$ cat config.mk
export PLATFORM = sky130hd
export DESIGN_NAME = multdiv_ctrl
export DESIGN_NICKNAME = d
export VERILOG_FILES = /design/src/rtl/multdiv_pkg.sv /design/src/rtl/dffe_ref.sv /design/src/rtl/multdiv_ctrl_iter_counter.sv /design/src/rtl/multdiv_ctrl.sv
export SDC_FILE = /design/constraint.sdc
export NUM_CORES = 1
export LEC_CHECK = 0
export ABC_AREA = 0
export ABC_CLOCK_PERIOD_IN_PS = 2100
export BUFFER_PORTS_ARGS = -buffer_cell sky130_fd_sc_hd__buf_2
export CORE_MARGIN = 4
export CORE_UTILIZATION = 39
export DETAILED_ROUTE_END_ITERATION = 8
export PLACE_DENSITY = 0.65
export SLEW_MARGIN = 20
export SYNTH_ARGS = -nofsm -noshare
export SYNTH_HDL_FRONTEND = slang
export SYNTH_HIERARCHICAL = 1
export SYNTH_SLANG_ARGS = --single-unit
$ cat constraint.sdc
create_clock -name clk -period 2.1 [get_ports clk]
set_input_delay 0.315 -clock clk [delete_from_list [all_inputs] [get_ports clk]]
set_output_delay 0.315 -clock clk [all_outputs]
set_load 0.03 [all_outputs]
$ cat src/rtl/multdiv_pkg.sv
// Shared definitions for the iterative multiply/divide controller:
// state encoding, ALU op encodings and the default step count.
package multdiv_pkg;

   localparam int ITER_DEF = 32;

   typedef enum logic [2:0] {
      IDLE  = 3'd0,
      INIT  = 3'd1,
      MSTEP = 3'd2,
      DSTEP = 3'd3,
      DONE  = 3'd4
   } state_t;

   typedef enum logic [1:0] {
      ALU_NONE = 2'b00,
      ALU_ADD  = 2'b01,
      ALU_SUB  = 2'b10
   } aluOp_t;

   // Radix-2 Booth recoding of {bit0, extra bit}
   function automatic aluOp_t boothOp(input logic [1:0] bits);
      case (bits)
         2'b01:   return ALU_ADD;
         2'b10:   return ALU_SUB;
         default: return ALU_NONE;
      endcase
   endfunction

endpackage

$ cat src/rtl/dffe_ref.sv
// Register cell with enable and asynchronous active-high clear.
module dffe_ref #(
   parameter int W = 1
) (
   input  logic         clk,
   input  logic         clr,
   input  logic         en,
   input  logic [W-1:0] d,
   output logic [W-1:0] q
);

   always_ff @(posedge clk or posedge clr) begin
      if (clr)     q <= '0;
      else if (en) q <= d;
   end

endmodule

$ cat src/rtl/multdiv_ctrl_iter_counter.sv
// Step counter: synchronous clear wins over enable; flags the last step.
module iter_counter #(
   parameter int CNT_W = 6,
   parameter int ITER  = 32
) (
   input  logic clk,
   input  logic reset,
   input  logic clr,
   input  logic en,
   output logic last
);

   logic [CNT_W-1:0] count;
   logic [CNT_W-1:0] countNext;

   assign countNext = clr ? '0 : count + CNT_W'(1);
   assign last      = (count == CNT_W'(ITER - 1));

   dffe_ref #(.W(CNT_W)) uCnt (
      .clk (clk),
      .clr (reset),
      .en  (clr | en),
      .d   (countNext),
      .q   (count)
   );

endmodule

$ cat src/rtl/multdiv_ctrl.sv
// Control FSM for a shared iterative Booth multiplier / restoring divider.
// Moore outputs except alu_op, restore and q_bit, which follow the step inputs.
module multdiv_ctrl
   import multdiv_pkg::*;
#(
   parameter int ITER  = ITER_DEF,
   parameter int CNT_W = 6
) (
   input  logic       clk,
   input  logic       reset,
   input  logic       ctrl_MULT,
   input  logic       ctrl_DIV,
   input  logic [1:0] booth_bits,
   input  logic       rem_neg,
   input  logic       divisor_zero,
   input  logic       dividend_neg,
   input  logic       divisor_neg,
   output logic       init_load,
   output logic       reg_we,
   output logic [1:0] alu_op,
   output logic       shift_left,
   output logic       restore,
   output logic       q_bit,
   output logic       negate_q,
   output logic       busy,
   output logic       data_resultRDY,
   output logic       data_exception
);

   logic [2:0] stateQ;
   state_t     state, stateNext;
   logic       opDiv;
   logic       excFlag, dvdNeg, dvsNeg;
   logic       stepLast;
   logic       isIdle, isInit, isStep;

   assign state  = state_t'(stateQ);
   assign isIdle = (state == IDLE);
   assign isInit = (state == INIT);
   assign isStep = (state == MSTEP) || (state == DSTEP);

   dffe_ref #(.W(3)) uState (
      .clk (clk), .clr (reset), .en (1'b1), .d (stateNext), .q (stateQ)
   );

   // MULT has priority, so the op is DIV only when MULT is low
   dffe_ref #(.W(1)) uOp (
      .clk (clk), .clr (reset), .en (isIdle & (ctrl_MULT | ctrl_DIV)),
      .d (~ctrl_MULT), .q (opDiv)
   );

   dffe_ref #(.W(3)) uFlags (
      .clk (clk), .clr (reset), .en (isInit),
      .d   ({opDiv & divisor_zero, dividend_neg, divisor_neg}),
      .q   ({excFlag, dvdNeg, dvsNeg})
   );

   iter_counter #(.CNT_W(CNT_W), .ITER(ITER)) uIter (
      .clk (clk), .reset (reset), .clr (isInit), .en (isStep), .last (stepLast)
   );

   always_comb begin
      stateNext      = state;
      init_load      = 1'b0;
      reg_we         = 1'b0;
      alu_op         = ALU_NONE;
      shift_left     = 1'b0;
      restore        = 1'b0;
      q_bit          = 1'b0;
      negate_q       = 1'b0;
      busy           = 1'b1;
      data_resultRDY = 1'b0;
      data_exception = 1'b0;
      case (state)
         IDLE: begin
            busy = 1'b0;
            if (ctrl_MULT | ctrl_DIV) stateNext = INIT;
         end
         INIT: begin
            init_load = 1'b1;
            reg_we    = 1'b1;
            if (!opDiv)            stateNext = MSTEP;
            else if (divisor_zero) stateNext = DONE;
            else                   stateNext = DSTEP;
         end
         MSTEP: begin
            reg_we = 1'b1;
            alu_op = boothOp(booth_bits);
            if (stepLast) stateNext = DONE;
         end
         DSTEP: begin
            reg_we     = 1'b1;
            shift_left = 1'b1;
            alu_op     = ALU_SUB;
            restore    = rem_neg;
            q_bit      = ~rem_neg;
            if (stepLast) stateNext = DONE;
         end
         DONE: begin
            data_resultRDY = 1'b1;
            data_exception = excFlag;
            negate_q       = opDiv & ~excFlag & (dvdNeg ^ dvsNeg);
            stateNext      = IDLE;
         end
         default: begin
            busy      = 1'b0;
            stateNext = IDLE;
         end
      endcase
   end

endmodule

==> impl_results.md <==
- Outcome: finished clean
- Maximum number of pins on one net before global-route repair: 11
- Die span in x: between 50 and 60 um
- Overall track demand over capacity in global routing: approximately an eighth
- DRT Pass-1 Iters: 3
- Avg Vias per Cell: about 4.8
- Area of the mapped netlist: 851 um^2
- Die area: between 2000 and 3000 um^2
- Fraction of final layout cells sized beyond drive strength 1: 43.6%
- Total number of vias: around 660
- Share of Yosys cell area claimed by the top area cell type: between 30% and 40%
- Cell taking the most area after synthesis: dfrtp_1
- Residual overflow from global routing: 0
- Clk Latency, worst-skew pair: between 0.2 and 0.3 ns
- Worst reg-to-reg setup slack: about 0.38 ns
- Htree depth: 1
- Number of failing hold endpoints at the final stage: 0
- Unrepaired setup endpoints after global routing: no
- Final routed wire length divided by cell count: 11.4 um
- Iteration-0 DRC count of the detailed router: 4
- Synth cell types: 33
- Area inside the core boundary: 2020 um^2
- Initial cell density of the core: between 40% and 50%
- Critical-path cell list: nor2_2 -> and2_4 -> and4b_1 -> buf_2
- Final setup violation count: 0
- # diodes: 0
- Initial antenna violation count: 0
- Cell Count, Final, Fillers Out: 137
- First-pass GRT wire length: about 2700 um
- Source of the worst hold timing path: divisor_neg
- Reg-to-reg endpoint: uState/q[0]$_DFFE_PP0P_
- Period minus WS final: 1.82 ns
- # hold bufs at CTS: 1
- CP Launch Type: flop
- Clock tree root driver cell: clkbuf_4
- Die outline height: 54.7 um
- Proportion of synthesized chip area in sequential cells: about two fifths
- Number of fill cells: 199
- Endpoint with the worst hold slack: uFlags/q[0]$_DFFE_PP0P_
- Number of max-cap violations: 0
- Detailed-route wire length: 1570 um
- Ys Warns: 6
- Post-Syn Area per Cell: just over 10 um^2
- Final clock period utilization by the worst path: approximately 87%
- Critical path type: flop to output port
- Worst hold path stage count: 2
- Main area contributors after synthesis: dfrtp_1 (38%), mux2_4 (12%), mux2_2 (7.9%), nor2_1 (4.0%), inv_1 (3.1%)
- Maximum clock insertion buffer count: 2
- Synthesized instance count: 83
- Data arrival time of the critical path: ~1.5 ns
- Number of rows created at floorplan: 16
- Most common cell after layout, fill and taps aside: buf_2
- Worst r2r src: uIter/uCnt/q[0]$_DFFE_PP0P_
- Critical Path Sink Type: output port
- Final Skew: 0.00405 ns
- Total leakage power: about 0.53 nW
- Critical path fanouts, max: 8
- Slowest cell on the critical path: dfrtp_1
- Hold Path Class: input pin to flop
- Required time at the endpoint of the critical path: 1.78 ns
- Power per standard cell area: 1410 nW/um^2
- Sink count of the clock tree: 13
- Cts repair resizes: 0
- Post-detailed-route count of antenna-violating nets: 0
- DP Wirelength: 1270 um
- Reg clk slew, reported paths: roughly 0.08 ns
- Syn-to-layout area delta: 20.3%
- Clock tree from TritonCTS: built
- Cell count after placement: roughly 130
- Number of pins exceeding their max-slew limit in the final report: 0
- CTS Buf Count: 3
- Number of ports placed on the die boundary: 21
- Fmax achieved: about 550 MHz
- Net count reported at finish: 122
- R2R cell count: 7
- Worst supply voltage drop on vdd: between 0.6 and 0.7 mV
- Post-route total power: around 0.0014 W
- Flip-flop and latch count after synthesis: 13
- Port buffer count: 20
- Final weighted congestion in routability-driven placement: approximately 0.81
- Most frequent cells in the layout: buf_2 (20), dfrtp_1 (13), nor2_1 (8), inv_1 (7), mux2_4 (7)
- Total negative slack: 0 ns
- Post-CTS Setup Inserts: 0
- Vias in the first global route: roughly 630
- DRC violation count after routing: 0
- Biggest cell delay along the critical path: slightly below 0.5 ns
==> kinds of logic (layout without fill, tap and decap cells) <==
group / count (synthesis) / in the layout / share of synthesized area [%]
XOR/XNOR: 5 / 5 / 5.15
adder cells (fa/ha/maj): 1 / 1 / 1.47
AND/OR/NAND/NOR: 31 / 31 / 22.6
flip-flops: 13 / 13 / 38.2
other: 1 / 3 / 0.441
AO/OA/AOI/OAI: 9 / 9 / 5.59
multiplexers: 13 / 13 / 20.3
buffers and inverters: 10 / 35 / 6.18
==> sequential cells by signal, summed over array words and instances (netlist names) <==
signal        count
uState/q          3
uFlags/q          3
uIter/uCnt/q      6
uOp/q             1
==> stage by stage <==
step / util [%] / setup slack [ns] / area [um^2] / hold slack (ns)
after floorplan: - / 0.229 / 861 / 0.0437
after global placement: 48.8 / 0.448 / 987 / 0.189
after detailed placement: 48.8 / 0.388 / 987 / 0.187
after CTS: 50.6 / 0.269 / 1020 / 0.270
after global routing: 50.6 / 0.180 / 1020 / 0.290
final: 50.6 / 0.282 / 1020 / 0.286
==> worst max-delay path, delay by kind of cell, from the launching register on <==
kind	cells	cell delay, ns
AND/OR/NAND/NOR	3	0.56
flip-flops	1	0.49
buffers and inverters	1	0.19
==> routing by layer <==
metal / global-route usage, % / vias up / share of wire [%] / wire (um)
met3: 1.63 / 2 / 5.3 / 83
met2: 20.3 / 14 / 48 / 757
met5: 0 / - / 0 / 0
met4: 6.22 / 0 / 0.57 / 9
met1: 15.6 / 311 / 46 / 716
li1: - / 328 / - / -
==> power breakdown <==
part	switching [W]	internal, W
logic	0.000407	0.000410
registers	0.000125	0.000354
clock network	0.0000733	0.0000734
==> worst max path at each step <==
stage	start	end	slack (ns)	cells past startpoint
after floorplan	uState/q[1]$_DFFE_PP0P_	uIter/uCnt/q[0]$_DFFE_PP0P_	0.23	5
after global placement	uIter/uCnt/q[0]$_DFFE_PP0P_	uState/q[0]$_DFFE_PP0P_	0.45	7
after detailed placement	uIter/uCnt/q[0]$_DFFE_PP0P_	uState/q[0]$_DFFE_PP0P_	0.39	7
after CTS	uState/q[1]$_DFFE_PP0P_	negate_q	0.27	4
after global routing	uState/q[1]$_DFFE_PP0P_	init_load	0.18	4
final	uState/q[1]$_DFFE_PP0P_	negate_q	0.28	4
==> cells in the mapped netlist, drive strengths merged <==
cell and n:
dfrtp 13, xnor2 2, nand2 3, or2 1, nand2b 2, nor3b 1
xor2 3, and4b 1, conb 1, mux2 13, buf 2, nand3 2
nor3 1, and3 2, inv 8, and2 2, a22oi 1, or3 1
o21ai 4, ha 1, and2b 1, nor2b 3, a21oi 4, nor4 1
nor2 10
==> cell type report <==
cell class                 instances  area, um^2  area share [%]
multi-input combinational         62         483            47.2
inverter                           8        30.0            2.93
timing repair buffer              23         125            12.2
sequential                        13         325            31.8
tap                               27        33.8            3.30
clock buffer                       4        26.3            2.57
No activity file was read; power rests on OpenSTA's default activity.
